**src/rtl/up_pkg.sv**
```systemverilog
// Shared definitions for the uP state controller: state codes, boot sizing and
// small state-decode helpers used by the top-level output logic.
package up_pkg;

    typedef enum logic [1:0] {
        ST_BOOT    = 2'd0,
        ST_RUN     = 2'd1,
        ST_PAUSING = 2'd2,
        ST_PAUSED  = 2'd3
    } state_e;

    localparam int unsigned BOOT_WORDS_DEFAULT = 32768;
    localparam int unsigned BOOT_CNT_W         = 17;
    localparam int unsigned MEM_AW             = 16;
    localparam int unsigned MEM_DW             = 16;

    function automatic logic state_is_booted(input state_e s);
        return s != ST_BOOT;
    endfunction

    function automatic logic state_holds_pause(input state_e s);
        return (s == ST_PAUSING) || (s == ST_PAUSED);
    endfunction

endpackage

```
**src/rtl/boot_loader.sv**
```systemverilog
// Boot image loader: accepts BOOT_WORDS words over a valid/ready port and writes
// each one to consecutive memory addresses starting at 0.
module boot_loader
    import up_pkg::*;
#(
    parameter int unsigned BOOT_WORDS = BOOT_WORDS_DEFAULT
) (
    input  logic              i_clk,
    input  logic              i_rst,
    input  logic              i_en,
    input  logic [MEM_DW-1:0] i_data,
    input  logic              i_valid,
    output logic              o_ready,
    output logic [MEM_AW-1:0] o_mem_addr,
    output logic [MEM_DW-1:0] o_mem_data,
    output logic              o_mem_wr,
    output logic              o_done
);

    localparam logic [BOOT_CNT_W-1:0] LastWord = BOOT_CNT_W'(BOOT_WORDS - 1);

    logic [BOOT_CNT_W-1:0] cnt_q, cnt_d;
    logic                  accept;

    // Ready drops during reset so a word presented in the reset cycle is never written.
    always_comb begin
        o_ready = i_en & ~i_rst;
        accept  = o_ready & i_valid;
        cnt_d   = cnt_q;
        if (accept) begin
            cnt_d = cnt_q + 1'b1;
        end
    end

    always_ff @(posedge i_clk) begin
        if (i_rst) begin
            cnt_q <= '0;
        end else begin
            cnt_q <= cnt_d;
        end
    end

    always_comb begin
        o_mem_addr = cnt_q[MEM_AW-1:0];
        o_mem_data = i_data;
        o_mem_wr   = accept;
        o_done     = accept && (cnt_q == LastWord);
    end

endmodule

```
**src/rtl/up_state_ctrl.sv**
```systemverilog
// uP-level state controller: boots the memory image, releases the Core, then
// sequences pause/resume of the Core and muxes the memory port.
module up_state_ctrl
    import up_pkg::*;
#(
    parameter int unsigned BOOT_WORDS = BOOT_WORDS_DEFAULT
) (
    input  logic              i_clk,
    input  logic              i_rst,
    input  logic [MEM_DW-1:0] i_bootData,
    input  logic              i_bootValid,
    output logic              o_bootReady,
    input  logic              i_pauseReq,
    input  logic              i_resumeReq,
    input  logic              i_coreHlt,
    input  logic              i_smNowPaused,
    output logic              o_smIsBooted,
    output logic              o_smStartPause,
    input  logic [MEM_AW-1:0] i_coreMemAddr,
    input  logic [MEM_DW-1:0] i_coreMemData,
    input  logic              i_coreMemWr,
    output logic [MEM_AW-1:0] o_memAddr,
    output logic [MEM_DW-1:0] o_memDataOut,
    output logic              o_memWr,
    output logic [1:0]        o_state
);

    state_e state_q, state_d;
    logic   resume_q, resume_d;
    logic   resume_edge;

    logic [MEM_AW-1:0] boot_addr;
    logic [MEM_DW-1:0] boot_data;
    logic              boot_wr;
    logic              boot_done;

    boot_loader #(
        .BOOT_WORDS(BOOT_WORDS)
    ) u_boot_loader (
        .i_clk      (i_clk),
        .i_rst      (i_rst),
        .i_en       (state_q == ST_BOOT),
        .i_data     (i_bootData),
        .i_valid    (i_bootValid),
        .o_ready    (o_bootReady),
        .o_mem_addr (boot_addr),
        .o_mem_data (boot_data),
        .o_mem_wr   (boot_wr),
        .o_done     (boot_done)
    );

    always_comb begin
        resume_d    = i_resumeReq;
        resume_edge = i_resumeReq & ~resume_q;
        state_d     = state_q;
        unique case (state_q)
            ST_BOOT: begin
                if (boot_done) begin
                    state_d = ST_RUN;
                end
            end
            ST_RUN: begin
                if (i_pauseReq || i_coreHlt) begin
                    state_d = ST_PAUSING;
                end
            end
            ST_PAUSING: begin
                if (i_smNowPaused) begin
                    state_d = ST_PAUSED;
                end
            end
            ST_PAUSED: begin
                // A pending pause request outranks a resume edge in the same cycle.
                if (resume_edge && !i_pauseReq) begin
                    state_d = ST_RUN;
                end
            end
            default: state_d = ST_BOOT;
        endcase
    end

    always_ff @(posedge i_clk) begin
        if (i_rst) begin
            state_q  <= ST_BOOT;
            resume_q <= 1'b0;
        end else begin
            state_q  <= state_d;
            resume_q <= resume_d;
        end
    end

    // Core status outputs decode purely from the state register.
    always_comb begin
        o_smIsBooted   = state_is_booted(state_q);
        o_smStartPause = state_holds_pause(state_q);
        o_state        = state_q;
    end

    always_comb begin
        o_memAddr    = i_coreMemAddr;
        o_memDataOut = i_coreMemData;
        o_memWr      = i_coreMemWr;
        if (state_q == ST_BOOT) begin
            o_memAddr    = boot_addr;
            o_memDataOut = boot_data;
            o_memWr      = boot_wr;
        end
    end

endmodule

```
**config.mk**
```make
export PLATFORM = sky130hd
export DESIGN_NAME = up_state_ctrl
export DESIGN_NICKNAME = d
export VERILOG_FILES = /design/src/rtl/up_pkg.sv /design/src/rtl/boot_loader.sv /design/src/rtl/up_state_ctrl.sv
export SDC_FILE = /design/constraint.sdc
export NUM_CORES = 1
export LEC_CHECK = 0
export CAP_MARGIN = 20
export CORE_AREA = 2 2 57 80
export CTS_BUF_LIST = sky130_fd_sc_hd__clkbuf_16
export DETAILED_ROUTE_END_ITERATION = 12
export DIE_AREA = 0 0 59 82
export PLACE_DENSITY_LB_ADDON = 0.2
export SLEW_MARGIN = 20
export SYNTH_ARGS = -nofsm -noshare
export SYNTH_HDL_FRONTEND = slang
export SYNTH_SLANG_ARGS = --single-unit
```
**constraint.sdc**
```tcl
create_clock -name i_clk -period 2.9 [get_ports i_clk]
set_input_delay 0.58 -clock i_clk [delete_from_list [all_inputs] [get_ports i_clk]]
set_output_delay 0.58 -clock i_clk [all_outputs]
set_load 0.02 [all_outputs]
```
==> results of run 1 <==
==> repair_timing <==
item                       4_1_cts  5_1_grt
setup endpoints to repair        0        8
gates resized for setup          0        1
buffers inserted                 0        0
hold buffers                     0        0
==> cell type report <==
cell class | instances | area, sq um | share of cell area
clock buffer | 3 | 75.1 | 0.0296
sequential | 20 | 400 | 0.158
timing repair buffer | 97 | 973 | 0.383
inverter | 7 | 26.3 | 0.0103
clock inverter | 1 | 30.0 | 0.0118
tap | 45 | 56.3 | 0.0222
multi-input combinational | 119 | 977 | 0.385
==> sequential cells by signal, summed over array words and instances (netlist names) <==
| name | cells |
|---|---|
| resume_q | 1 |
| u_boot_loader.cnt_q | 17 |
| o_state | 2 |
==> kinds of logic (layout without fill, tap and decap cells) <==
kind of cell	count (synthesis)	count (layout)	share of synthesized area
muxes	34	34	0.270
buffers and inverters	14	108	0.0421
and+or+nand+nor	53	53	0.207
DFF	20	20	0.281
adders and majority gates	6	6	0.0527
xor gates and xnor gates	11	11	0.0676
AOI/OAI and AO/OA	15	15	0.0790
==> power by group through the flow <==
stage	clock network, W	logic [W]	registers, W
global placement	0	0.000162	0.000288
floorplan	0	0.0000503	0.000287
detailed placement	0	0.000163	0.000288
CTS	0.000384	0.000164	0.000282
finish	0.000379	0.000162	0.000282
global route	0.000394	0.000173	0.000282
==> worst register-to-register path, cell delays in order (launching register included) <==
cell	delay [ps]
dfxtp_1	360
inv_1	160
ha_4	240
nand4b_4	170
or4_4	630
a211oi_4	300
mux2_4	320
==> final timing paths <==
| kind | startpoint | to | slack, ps | cells past startpoint |
|---|---|---|---|---|
| max | o_state[0] | o_memAddr[15] | 190 | 5 |
| min | u_boot_loader.cnt_q[1] | u_boot_loader.cnt_q[1] | 510 | 2 |
| max reg2reg | o_state[0] | o_state[0] | 610 | 6 |
| min reg2reg | u_boot_loader.cnt_q[1] | u_boot_loader.cnt_q[1] | 510 | 2 |
==> per-layer routing <==
layer,GRT usage,up-vias,routed length [um]
li1,-,734,-
met1,0.170,658,1510
met2,0.336,57,2290
met3,0.0346,4,222
met4,0.0705,0,57
met5,0,-,0
==> Yosys cell counts, types with 4 or more instances <==
| library cell | n | area share |
|---|---|---|
| mux2_2 | 32 | 0.25 |
| dfxtp_1 | 20 | 0.28 |
| nor2_1 | 15 | 0.040 |
| nand2_1 | 9 | 0.024 |
| inv_1 | 7 | 0.018 |
| ha_1 | 6 | 0.053 |
| nand3_1 | 6 | 0.021 |
| xor2_1 | 6 | 0.037 |
| a21oi_1 | 5 | 0.018 |
| clkbuf_1 | 5 | 0.013 |
| xnor2_1 | 5 | 0.031 |
| nand4_1 | 4 | 0.018 |
==> through the flow <==
| step | std cells | instance area (sq um) | power (W) | hold WS, ps | worst slack (ps) |
|---|---|---|---|---|---|
| 2_1_floorplan | 153 | 1430 | 0.000337 | 458 | 321 |
| 3_3_place_gp | 288 | 2420 | 0.000450 | 473 | 245 |
| 3_5_place_dp | 288 | 2420 | 0.000451 | 490 | 221 |
| 5_1_grt | 292 | 2540 | 0.000849 | 549 | 95.8 |
| 4_1_cts | 292 | 2530 | 0.000830 | 512 | 73.1 |
| 6_report | 292 | 2540 | 0.000824 | 513 | 193 |
==> results.txt, run 1 <==
Die H: 82 um
DRT antenna net count: 0
most frequent cells in the layout: 93 x clkdlybuf4s50_1, 32 x mux2_2, 20 x dfxtp_1
Pint: 0.000661 W
CP Class: register to output port
most common flop cell mapped by yosys: dfxtp_1
Synth Net Count: 215
final setup TNS: 0 ps
Iteration-0 DRC Markers: 47
synthesis-to-finish area growth: 78.1%
global route overflow: 0
Initial Util: 0.345
Seq cells post-synth: 20
root buf cell: clkbuf_16
crit-path leading delay family: buffers and inverters
first-pass GRT wire length: 6380 um
commonest non-fill, non-tap cell in the layout: clkdlybuf4s50_1
PwrDens: 324 mW/mm^2
Clock Latency Late Sink: 250 ps
DRC: 0
Post-synth EDFFs: 0
Avg WL per Cell: 14.0 um
CP Capture Type: output port
drt pass-1 iters: 4
Achievable Freq: 369 MHz
post-route minimum period: 2710 ps
clock share of power: 0.461
sequential-to-total area share from yosys stat: 0.281
Max rail drop VDD: 0.180 mV
Max-Cap Viols: 0
largest fanout on the critical path: 11
Worst Path Arrival: 2130 ps
Ports: 94
gpl congestion: 0.779
HP Class: register to register
Cells after Synth: 153
Site Rows: 28
Die X: 59 um
antenna cell count: 0
Leak: 0.961 nW
clock sinks: 20
Total Die Area: 0.00484 sq mm
WP buf/inv: 3
layout cells sized above 1: 0.202
Final HPWL DP: 3260 um
Clock transition at path regs: 60 ps
vias: 1453
Total GRT Usage: 0.171
H-tree levels: 1
Net Sw Frac: 0.197
RSZ-0062 raised after global routing: false
CP startpoint kind: register
skew final: 2.56 ps
largest net degree at the start of global routing: 24
initial antenna violation count: 0
combinational fraction of design power: 0.197
vias per cell: 4.98
critical path required time: 2320 ps
part of the power in registers: 0.342
final wirelength: 4080 um
Setup violations, final: 0
number of port buffers: 93
Worst Tran Pin Value: 378 ps
Slew Limit Fails: 0
core area: 0.00413 sq mm
Post-Syn Area per Cell: 9.31 sq um
Crit-path slowest cell: clkdlybuf4s50_1
Final nets: 310
CTS tree: done
Yosys cell types: 37
vias in the first global route: 1487
fillers: 374
final core occ: 0.614
area of the mapped netlist: 0.00143 sq mm
number of CTS-inserted buffers: 3
Yosys warnings: 0
slowest cell delay on critical path: 540 ps
Final Hold Viols: 0
CTS max path bufs: 2
switching pwr: 0.000163 W
period utilization: 0.934
outcome: complete, no violations
Critical Path, Cell by Cell: inv_1 -> ha_4 -> buf_4 -> mux2_2 -> clkdlybuf4s50_1
Slew HR: 0.746
Async SR Flop Fraction: 0
Note: power is estimated with default switching activity, not from simulation.
==> inputs of run 2 (changes only) <==
--- a/config.mk
+++ b/config.mk
@@ -10,7 +10,7 @@
 export CTS_BUF_LIST = sky130_fd_sc_hd__clkbuf_16
 export DETAILED_ROUTE_END_ITERATION = 12
 export DIE_AREA = 0 0 59 82
-export PLACE_DENSITY_LB_ADDON = 0.2
+export PLACE_DENSITY = 0.86
 export SLEW_MARGIN = 20
 export SYNTH_ARGS = -nofsm -noshare
 export SYNTH_HDL_FRONTEND = slang
==> results.txt, run 2 (synthesis gave the netlist of run 1 again) <==
WP buf/inv: 3 (unchanged)
most frequent cells in the layout: 92 x clkdlybuf4s50_1, 32 x mux2_2, 20 x dfxtp_1 (was 93 x clkdlybuf4s50_1, 32 x mux2_2, 20 x dfxtp_1)
DRC: 0 (unchanged)
max reg flops: 17 (unchanged)
Setup violations, final: 0 (unchanged)
Post-CTS Setup Bufs: 0 (unchanged)
largest net degree at the start of global routing: 41 (was 24)
Pint: 0.000572 W (was 0.000661 W)
global route overflow: 0 (unchanged)
initial antenna violation count: 0 (unchanged)
setup slack at placement: 194 ps (was 221 ps)
vias per cell: 5.02 (was 4.98)
Final HPWL DP: 3350 um (was 3260 um)
Max rail drop VDD: 0.175 mV (was 0.180 mV)
Final nets: 310 (unchanged)
Hold Buf Count CTS: 0 (unchanged)
HP Class: register to register (unchanged)
number of port buffers: 93 (unchanged)
Net Sw Frac: 0.221 (was 0.197)
slowest cell delay on critical path: 550 ps (was 540 ps)
Avg WL per Cell: 14.8 um (was 14.0 um)
fillers: 364 (was 374)
Post-CTS Resized: 0 (unchanged)
vias: 1466 (was 1453)
Top reg by flops: u_boot_loader.cnt_q (unchanged)
Slew HR: 0.755 (was 0.746)
final wirelength: 4320 um (was 4080 um)
synthesis-to-finish area growth: 75.8% (was 78.1%)
RSZ-0062 raised after global routing: false (unchanged)
vias in the first global route: 1466 (was 1487)
drt pass-1 iters: 4 (unchanged)
part of the power in registers: 0.385 (was 0.342)
core area: 0.00413 sq mm (unchanged)
CP Capture Type: output port (unchanged)
Achievable Freq: 373 MHz (was 369 MHz)
Ports: 94 (unchanged)
PwrDens: 293 mW/mm^2 (was 324 mW/mm^2)
Total Die Area: 0.00484 sq mm (unchanged)
Leak: 0.960 nW (was 0.961 nW)
Final Hold Viols: 0 (unchanged)
CTS max path bufs: 2 (unchanged)
Clock Latency Late Sink: 250 ps (about the same)
Clock transition at path regs: 60 ps (about the same)
period utilization: 0.925 (was 0.934)
Critical Path, Cell by Cell: inv_1 -> ha_2 -> buf_12 -> mux2_2 -> clkdlybuf4s50_1 (was inv_1 -> ha_4 -> buf_4 -> mux2_2 -> clkdlybuf4s50_1)
final setup TNS: 0 ps (unchanged)
Die H: 82 um (unchanged)
Worst Tran Pin Value: 364 ps (was 378 ps)
Max-Cap Viols: 0 (unchanged)
skew final: 2.09 ps (was 2.56 ps)
post-route minimum period: 2680 ps (was 2710 ps)
clock sinks: 20 (unchanged)
critical path required time: 2320 ps (about the same)
CTS tree: done (unchanged)
number of CTS-inserted buffers: 3 (unchanged)
Slew Limit Fails: 0 (unchanged)
Total GRT Usage: 0.170 (was 0.171)
clock share of power: 0.390 (was 0.461)
Site Rows: 28 (unchanged)
gpl congestion: 0.777 (was 0.779)
Die X: 59 um (unchanged)
combinational fraction of design power: 0.225 (was 0.197)
Crit-path slowest cell: clkdlybuf4s50_1 (unchanged)
CP startpoint kind: register (unchanged)
crit-path leading delay family: buffers and inverters (unchanged)
first-pass GRT wire length: 6450 um (was 6380 um)
Initial Util: 0.345 (unchanged)
antenna cell count: 0 (unchanged)
root buf cell: clkbuf_16 (unchanged)
outcome: complete, no violations (unchanged)
final setup margin: 216 ps (was 193 ps)
CP Class: register to output port (unchanged)
switching pwr: 0.000162 W (was 0.000163 W)
DRT antenna net count: 0 (unchanged)
Worst Path Arrival: 2100 ps (was 2130 ps)
H-tree levels: 1 (unchanged)
layout cells sized above 1: 0.198 (was 0.202)
commonest non-fill, non-tap cell in the layout: clkdlybuf4s50_1 (unchanged)
final core occ: 0.606 (was 0.614)
Iteration-0 DRC Markers: 27 (was 47)
largest fanout on the critical path: 40 (was 11)
## run 2: cell count changes in the layout (fill, tap and decap cells not counted), sizes merged
cell / change
bufinv: -1
clkdlybuf4s50: -1
clkinv: +1
dlymetal6s2s: +1
## run 2: per-layer routing
| layer | share of wire | track usage | wire, um | vias to the layer above |
|---|---|---|---|---|
| li1 | - | - | - | 739 |
| met1 | 0.41 | 0.207 | 1770 | 679 |
| met2 | 0.53 | 0.300 | 2310 | 40 |
| met3 | 0.040 | 0.0268 | 171 | 8 |
| met4 | 0.016 | 0.0545 | 71 | 0 |
| met5 | 0 | 0 | 0 | - |
## run 2: worst reg2reg max path: cells and delay by family (launching register included)
| family | cells | cell delay (ps) |
|---|---|---|
| AND/OR/NAND/NOR | 2 | 800 |
| flip-flops | 1 | 350 |
| buffers and inverters | 2 | 350 |
| multiplexers | 1 | 320 |
| AO/OA/AOI/OAI | 1 | 310 |
| adder cells (fa/ha/maj) | 1 | 210 |
## run 2: worst paths after layout
kind | start | end | slack (ps) | cells past startpoint
setup / recovery | o_state[1] | o_memDataOut[7] | 220 | 5
hold / removal | u_boot_loader.cnt_q[1] | u_boot_loader.cnt_q[1] | 510 | 2
setup reg to reg | o_state[1] | o_state[0] | 440 | 7
hold reg to reg | u_boot_loader.cnt_q[1] | u_boot_loader.cnt_q[1] | 510 | 2
## run 2: final cells by class
class / instances / area, sq um / area share
Clock buffer: 3 / 75.1 / 0.0300
Clock inverter: 1 / 3.75 / 0.00150
Inverter: 7 / 26.3 / 0.0105
Multi-Input combinational cell: 119 / 967 / 0.386
Sequential cell: 20 / 400 / 0.160
Tap cell: 45 / 56.3 / 0.0225
Timing Repair Buffer: 97 / 976 / 0.390
## run 2: power groups by stage
stage | clock network [W] | logic [W] | registers (W)
2_1_floorplan | 0 | 0.0000503 | 0.000287
3_3_place_gp | 0 | 0.000162 | 0.000288
3_5_place_dp | 0 | 0.000164 | 0.000288
4_1_cts | 0.000290 | 0.000166 | 0.000282
5_1_grt | 0.000302 | 0.000175 | 0.000283
6_report | 0.000287 | 0.000165 | 0.000282
## run 2: stage by stage
step	total power [W]	hold WS (ps)	area [sq um]	instances
after floorplan	0.000337	458	1430	153
after global placement	0.000450	483	2420	288
after detailed placement	0.000453	497	2420	288
after CTS	0.000738	506	2500	292
after global routing	0.000760	549	2500	292
final	0.000734	512	2500	292
==> RTL edit 1: new RTL, flow settings as in run 2 <==
Set the package constant `MEM_DW` to 18 (it was 16).
--- a/src/rtl/up_pkg.sv
+++ b/src/rtl/up_pkg.sv
@@ -14,3 +14,3 @@
     localparam int unsigned MEM_AW             = 16;
-    localparam int unsigned MEM_DW             = 16;
+    localparam int unsigned MEM_DW             = 18;
 
Interface: changed (resized i_bootData, i_coreMemData and o_memDataOut); port bits go from 94 to 100. The function was not compared with the original's and may differ.
==> RTL edit 1 against run 2 <==
Clock power increased by 31%; sequential cell count stayed put; power rose by 14%; wire length increased by 2.9%; via count increased by 2.9%; final area up 4.8%; final cell count grew 3.1%; synthesized area increased by 1.1%; combinational power increased by 7%; setup slack worse by 0.088 ns; critical path type unchanged.
==> RTL edit 1: results (changes against run 2) <==
synth:
  synth_flop_cell: "dfxtp_1"
  synth.net_count: 222  # +3.3%
  synth_area_leaders: "mux2_2, dfxtp_1, ha_1, xnor2_1, nor2_1"
  synthTopCellsByCount: "mux2_2, dfxtp_1, nor2_1"
  ys_types: 35  # -5.4%
  ys_seq_area_share_pct: 27.78  # -0.32 points
  synthArstFlopShare_pct: 0  # unchanged
  ys.warnings.count: 0  # unchanged
final_layout:
  layout.nets: 323  # +4.2%
  final.fill_count: 339  # -6.9%
  largest_reg_flops: 17  # unchanged
  drive_gt1_share_pct: 19.92  # +0.084 points
  regMostFlops: "u_boot_loader.cnt_q"
  diodes: 0  # unchanged
hold_path:
  min_path_type: "reg -> reg"
timing:
  worst_slew_pin_slew_ns: 0.4430  # +0.07888 ns
  tns_ns: 0  # unchanged
  fin_skew_ns: 0.002446  # +0.0003582 ns
clock_network:
  clk_latency_ns: 0.25  # about the same
  cts-root-buf: "clkbuf_16"
  htreeDepth: 1  # unchanged
  clk_path_buf_depth: 2  # unchanged
  cts_buffers: 3  # unchanged
  cts.clk_slew.worst_paths_ns: 0.06  # about the same
pwr:
  irDropWorstVdd_uv: 405.8  # +130%
  leakagePower_nw: 0.9907  # +3.2%
global_routing:
  grt_util_met1_pct: 21.81  # +1.1 points
  track_usage_pct: 18.66  # +1.7 points
  grt_pass1_wl_um: 6775  # +5.0%
  grt_pass1_vias: 1426  # -2.7%
  grt_max_degree: 19  # -54%
  grtUsageMet2_pct: 34.33  # +4.3 points
  met3_usage_pct: 2.835  # +0.16 points
  antenna_found_initial: 0  # unchanged
drt:
  finalWirelength_um: 4444  # +2.9%
  num_vias: 1508  # +2.9%
  drt_iter0_drc: 23  # -15%
  drt_pre_antenna_iters: 4  # unchanged
worst_setup_path:
  arrival_ns: 2.19  # +0.09 ns
  crit_fanout: 13  # -68%
place:
  hpwl_um: 3497  # +4.4%
  pre_cts_slack_ns: 0.1000  # -0.09389 ns
  gp_congestion: 0.8373  # +7.7%
  port_buffers: 99  # +6.5%
run_status:
  status: "completed"
-- RTL edit 1: changes by cell type after synthesis, sizes merged, moves of 2 or more --
cell and delta:
inv -2, mux2 +4, nand2 -3, nand2b +3
nor2 +2, nor2b +2, nor3 +3, xnor2 +3
xor2 -3
-- RTL edit 1: final cells by class --
cell class              instances  area (um2)  area share, %
flip-flops and latches         20       400.4          15.25
multi-input cells             123        1003          38.23
repair buffers                104        1041          39.66
well taps                      45       56.30          2.145
inverters                       5       18.77         0.7150
clock buffers                   3       75.07          2.860
clock inverters                 1       30.03          1.144
-- RTL edit 1: cells by family (layout without fill, tap and decap cells) --
family | Yosys count | in the layout | share of synthesized area (%)
xor+xnor | 11 | 11 | 6.685
flops | 20 | 20 | 27.78
compound gates | 11 | 11 | 5.729
fa+ha+maj | 6 | 6 | 5.208
buf+inv | 13 | 113 | 3.472
simple gates | 57 | 57 | 21.53
mux | 38 | 38 | 29.60
-- RTL edit 1: timing repair --
item	in CTS	in global routing
endpoints found under the setup margin	6	0
setup buffers	0	0
resized for setup	1	0
-- RTL edit 1: where the power goes --
part           internal [W]  total (W)  leakage [nW]  switching (W)
Clock              0.000274   0.000375        0.0511       0.000101
Combinational      0.000117   0.000176         0.778      0.0000592
Sequential         0.000279   0.000282         0.162     0.00000381
-- RTL edit 1: path summary, 6_finish.rpt --
kind,start,to,slack (ns),cells after the start
min reg2reg,u_boot_loader.cnt_q[16],u_boot_loader.cnt_q[16],0.51,2
max reg2reg,o_state[0],o_state[0],0.43,6
max,o_state[0],o_memAddr[0],0.13,5
min,u_boot_loader.cnt_q[16],u_boot_loader.cnt_q[16],0.51,2
-- RTL edit 1: per-stage QoR --
step / total power (W) / cell area (um2) / hold WS (ns) / utilization (%) / instances
6_report: 0.0008334 / 2625 / 0.5114 / 63.50 / 301
5_1_grt: 0.0008585 / 2625 / 0.5500 / 63.50 / 301
4_1_cts: 0.0008393 / 2625 / 0.5173 / 63.50 / 301
3_5_place_dp: 0.0004633 / 2510 / 0.4864 / 60.71 / 297
3_3_place_gp: 0.0004602 / 2510 / 0.4816 / 60.71 / 297
2_1_floorplan: 0.0003420 / 1441 / 0.4583 / - / 156
-- RTL edit 1: critical path, cell delays in order, from the launching register on --
cell,delay (ns)
dfxtp_1,0.35
inv_1,0.15
ha_4,0.29
buf_4,0.24
mux2_2,0.35
clkdlybuf4s50_1,0.55
-- RTL edit 1: layer usage --
metal	routed length, um	share of wire (%)
met1	1813	41
met2	2403	54
met3	158	3.6
met4	68	1.5
met5	0	0
==> RTL edit 2: new RTL, settings of run 2 <==
Made on the original files. Reset style: asynchronous (`i_rst`), changed in 2 clocked blocks.
--- a/src/rtl/boot_loader.sv
+++ b/src/rtl/boot_loader.sv
@@ -34,3 +34,3 @@
 
-    always_ff @(posedge i_clk) begin
+    always_ff @(posedge i_clk or posedge i_rst) begin
         if (i_rst) begin
--- a/src/rtl/up_state_ctrl.sv
+++ b/src/rtl/up_state_ctrl.sv
@@ -81,3 +81,3 @@
 
-    always_ff @(posedge i_clk) begin
+    always_ff @(posedge i_clk or posedge i_rst) begin
         if (i_rst) begin
Check against the original RTL: differs if i_rst is asserted again (counterexample within 4 cycles, from zero or initial values and one cycle with i_rst high); with i_rst held inactive, the same outputs for 10 cycles.
==> RTL edit 2 against run 2 <==
First-iteration DRC count rose by 100%; wire length fell by 11%; synthesized area fell by 2.5%; final area fell by 0.50%; synthesized cell count fell by 19%; clock skew rose by 0.0035 ns; setup slack got worse by 0.070 ns; sequential cell count did not move; critical endpoint is now o_memAddr[5]; non-clock buffer count fell by 1.
Power is not compared: it rests on default switching activity, and its combinational part moved more than twofold at a synthesized area within 25%.
==> RTL edit 2: results (changes against run 2) <==
final_layout:
  buffer_area_share_pct: 38.76  # -0.21 points
  sh_seq_area_pct: 20.08  # +4.1 points
  drive_gt1_share_pct: 21.36  # +1.5 points
  final.fill_count: 331  # -9.1%
  multi_input_area_share_pct: 33.79  # -4.8 points
  postLayoutCoreUtil_pct: 60.29  # -0.30 points
  layout.nets: 283  # -8.7%
  multiInputCombCellCount: 94  # -21%
  nFlopsAndLatches: 20  # unchanged
  clk_share_pct: 4.217  # +1.1 points
  fin_cells: 265  # -9.2%
  buffers: 96  # -1.0%
worst_setup_path:
  crit_end: "o_memAddr[5]"
  arrival_ns: 2.17  # +0.07 ns
  r2r_slack_ns: 0.72  # +0.28 ns
  crit_fanout: 26  # -35%
  r2r-start: "o_state[1]"
synth:
  ys_types: 28  # -24%
  synth_area_leaders: "dfrtp_1, mux2_2, xnor2_1, ha_1, xor2_1"
  synthTopCellsByCount: "mux2_2, dfrtp_1, xnor2_1"
  ys_seq_area_share_pct: 36.00  # +7.9 points
  synth_flop_cell: "dfrtp_1"
  synth.net_count: 186  # -13%
  synthArstFlopShare_pct: 100.0  # +100 points
place:
  pre_cts_slack_ns: 0.3802  # +0.1863 ns
  hpwl_um: 3012  # -10%
  gp_congestion: 0.6816  # -12%
  dpl_cell_area_um2: 2387  # -1.5%
  placed_cells: 261  # -9.4%
drt:
  wire_per_inst_um: 14.51  # -1.9%
  drt_iter0_drc: 54  # +100%
  num_vias: 1314  # -10%
  route.met2.wl_um: 2013  # -13%
  m1WireLength_um: 1484  # -16%
  wl_met3_um: 289  # +69%
global_routing:
  met3_usage_pct: 3.465  # +0.79 points
  grtUsageMet2_pct: 27.56  # -2.4 points
  grt_util_met1_pct: 17.07  # -3.6 points
  grt_pass1_wl_um: 5761  # -11%
clock_network:
  post-cts-setup-buffer-count: 0  # unchanged
run_status:
  status: "completed"
timing:
  fin_skew_ns: 0.005556  # +0.003469 ns
-- RTL edit 2: worst min-delay path by stage --
stage                     cells after the start  slack [ns]                      end               startpoint
after detailed placement                      1        0.48  u_boot_loader.cnt_q[16]  u_boot_loader.cnt_q[16]
after global routing                          1        0.51  u_boot_loader.cnt_q[16]  u_boot_loader.cnt_q[16]
after floorplan                               1        0.45  u_boot_loader.cnt_q[16]  u_boot_loader.cnt_q[16]
after CTS                                     1        0.49  u_boot_loader.cnt_q[16]  u_boot_loader.cnt_q[16]
after global placement                        1        0.46  u_boot_loader.cnt_q[16]  u_boot_loader.cnt_q[16]
final                                         1        0.49  u_boot_loader.cnt_q[16]  u_boot_loader.cnt_q[16]
-- RTL edit 2: cell families (layout without fill, tap and decap cells) --
logic type	count (synthesis)	count (layout)	synth area share (%)
compound gates	4	4	2.610
xor+xnor	16	16	10.08
fa+ha+maj	6	6	5.400
buf+inv	10	106	3.420
flops	20	20	36.00
mux	35	35	28.53
simple gates	33	33	13.95
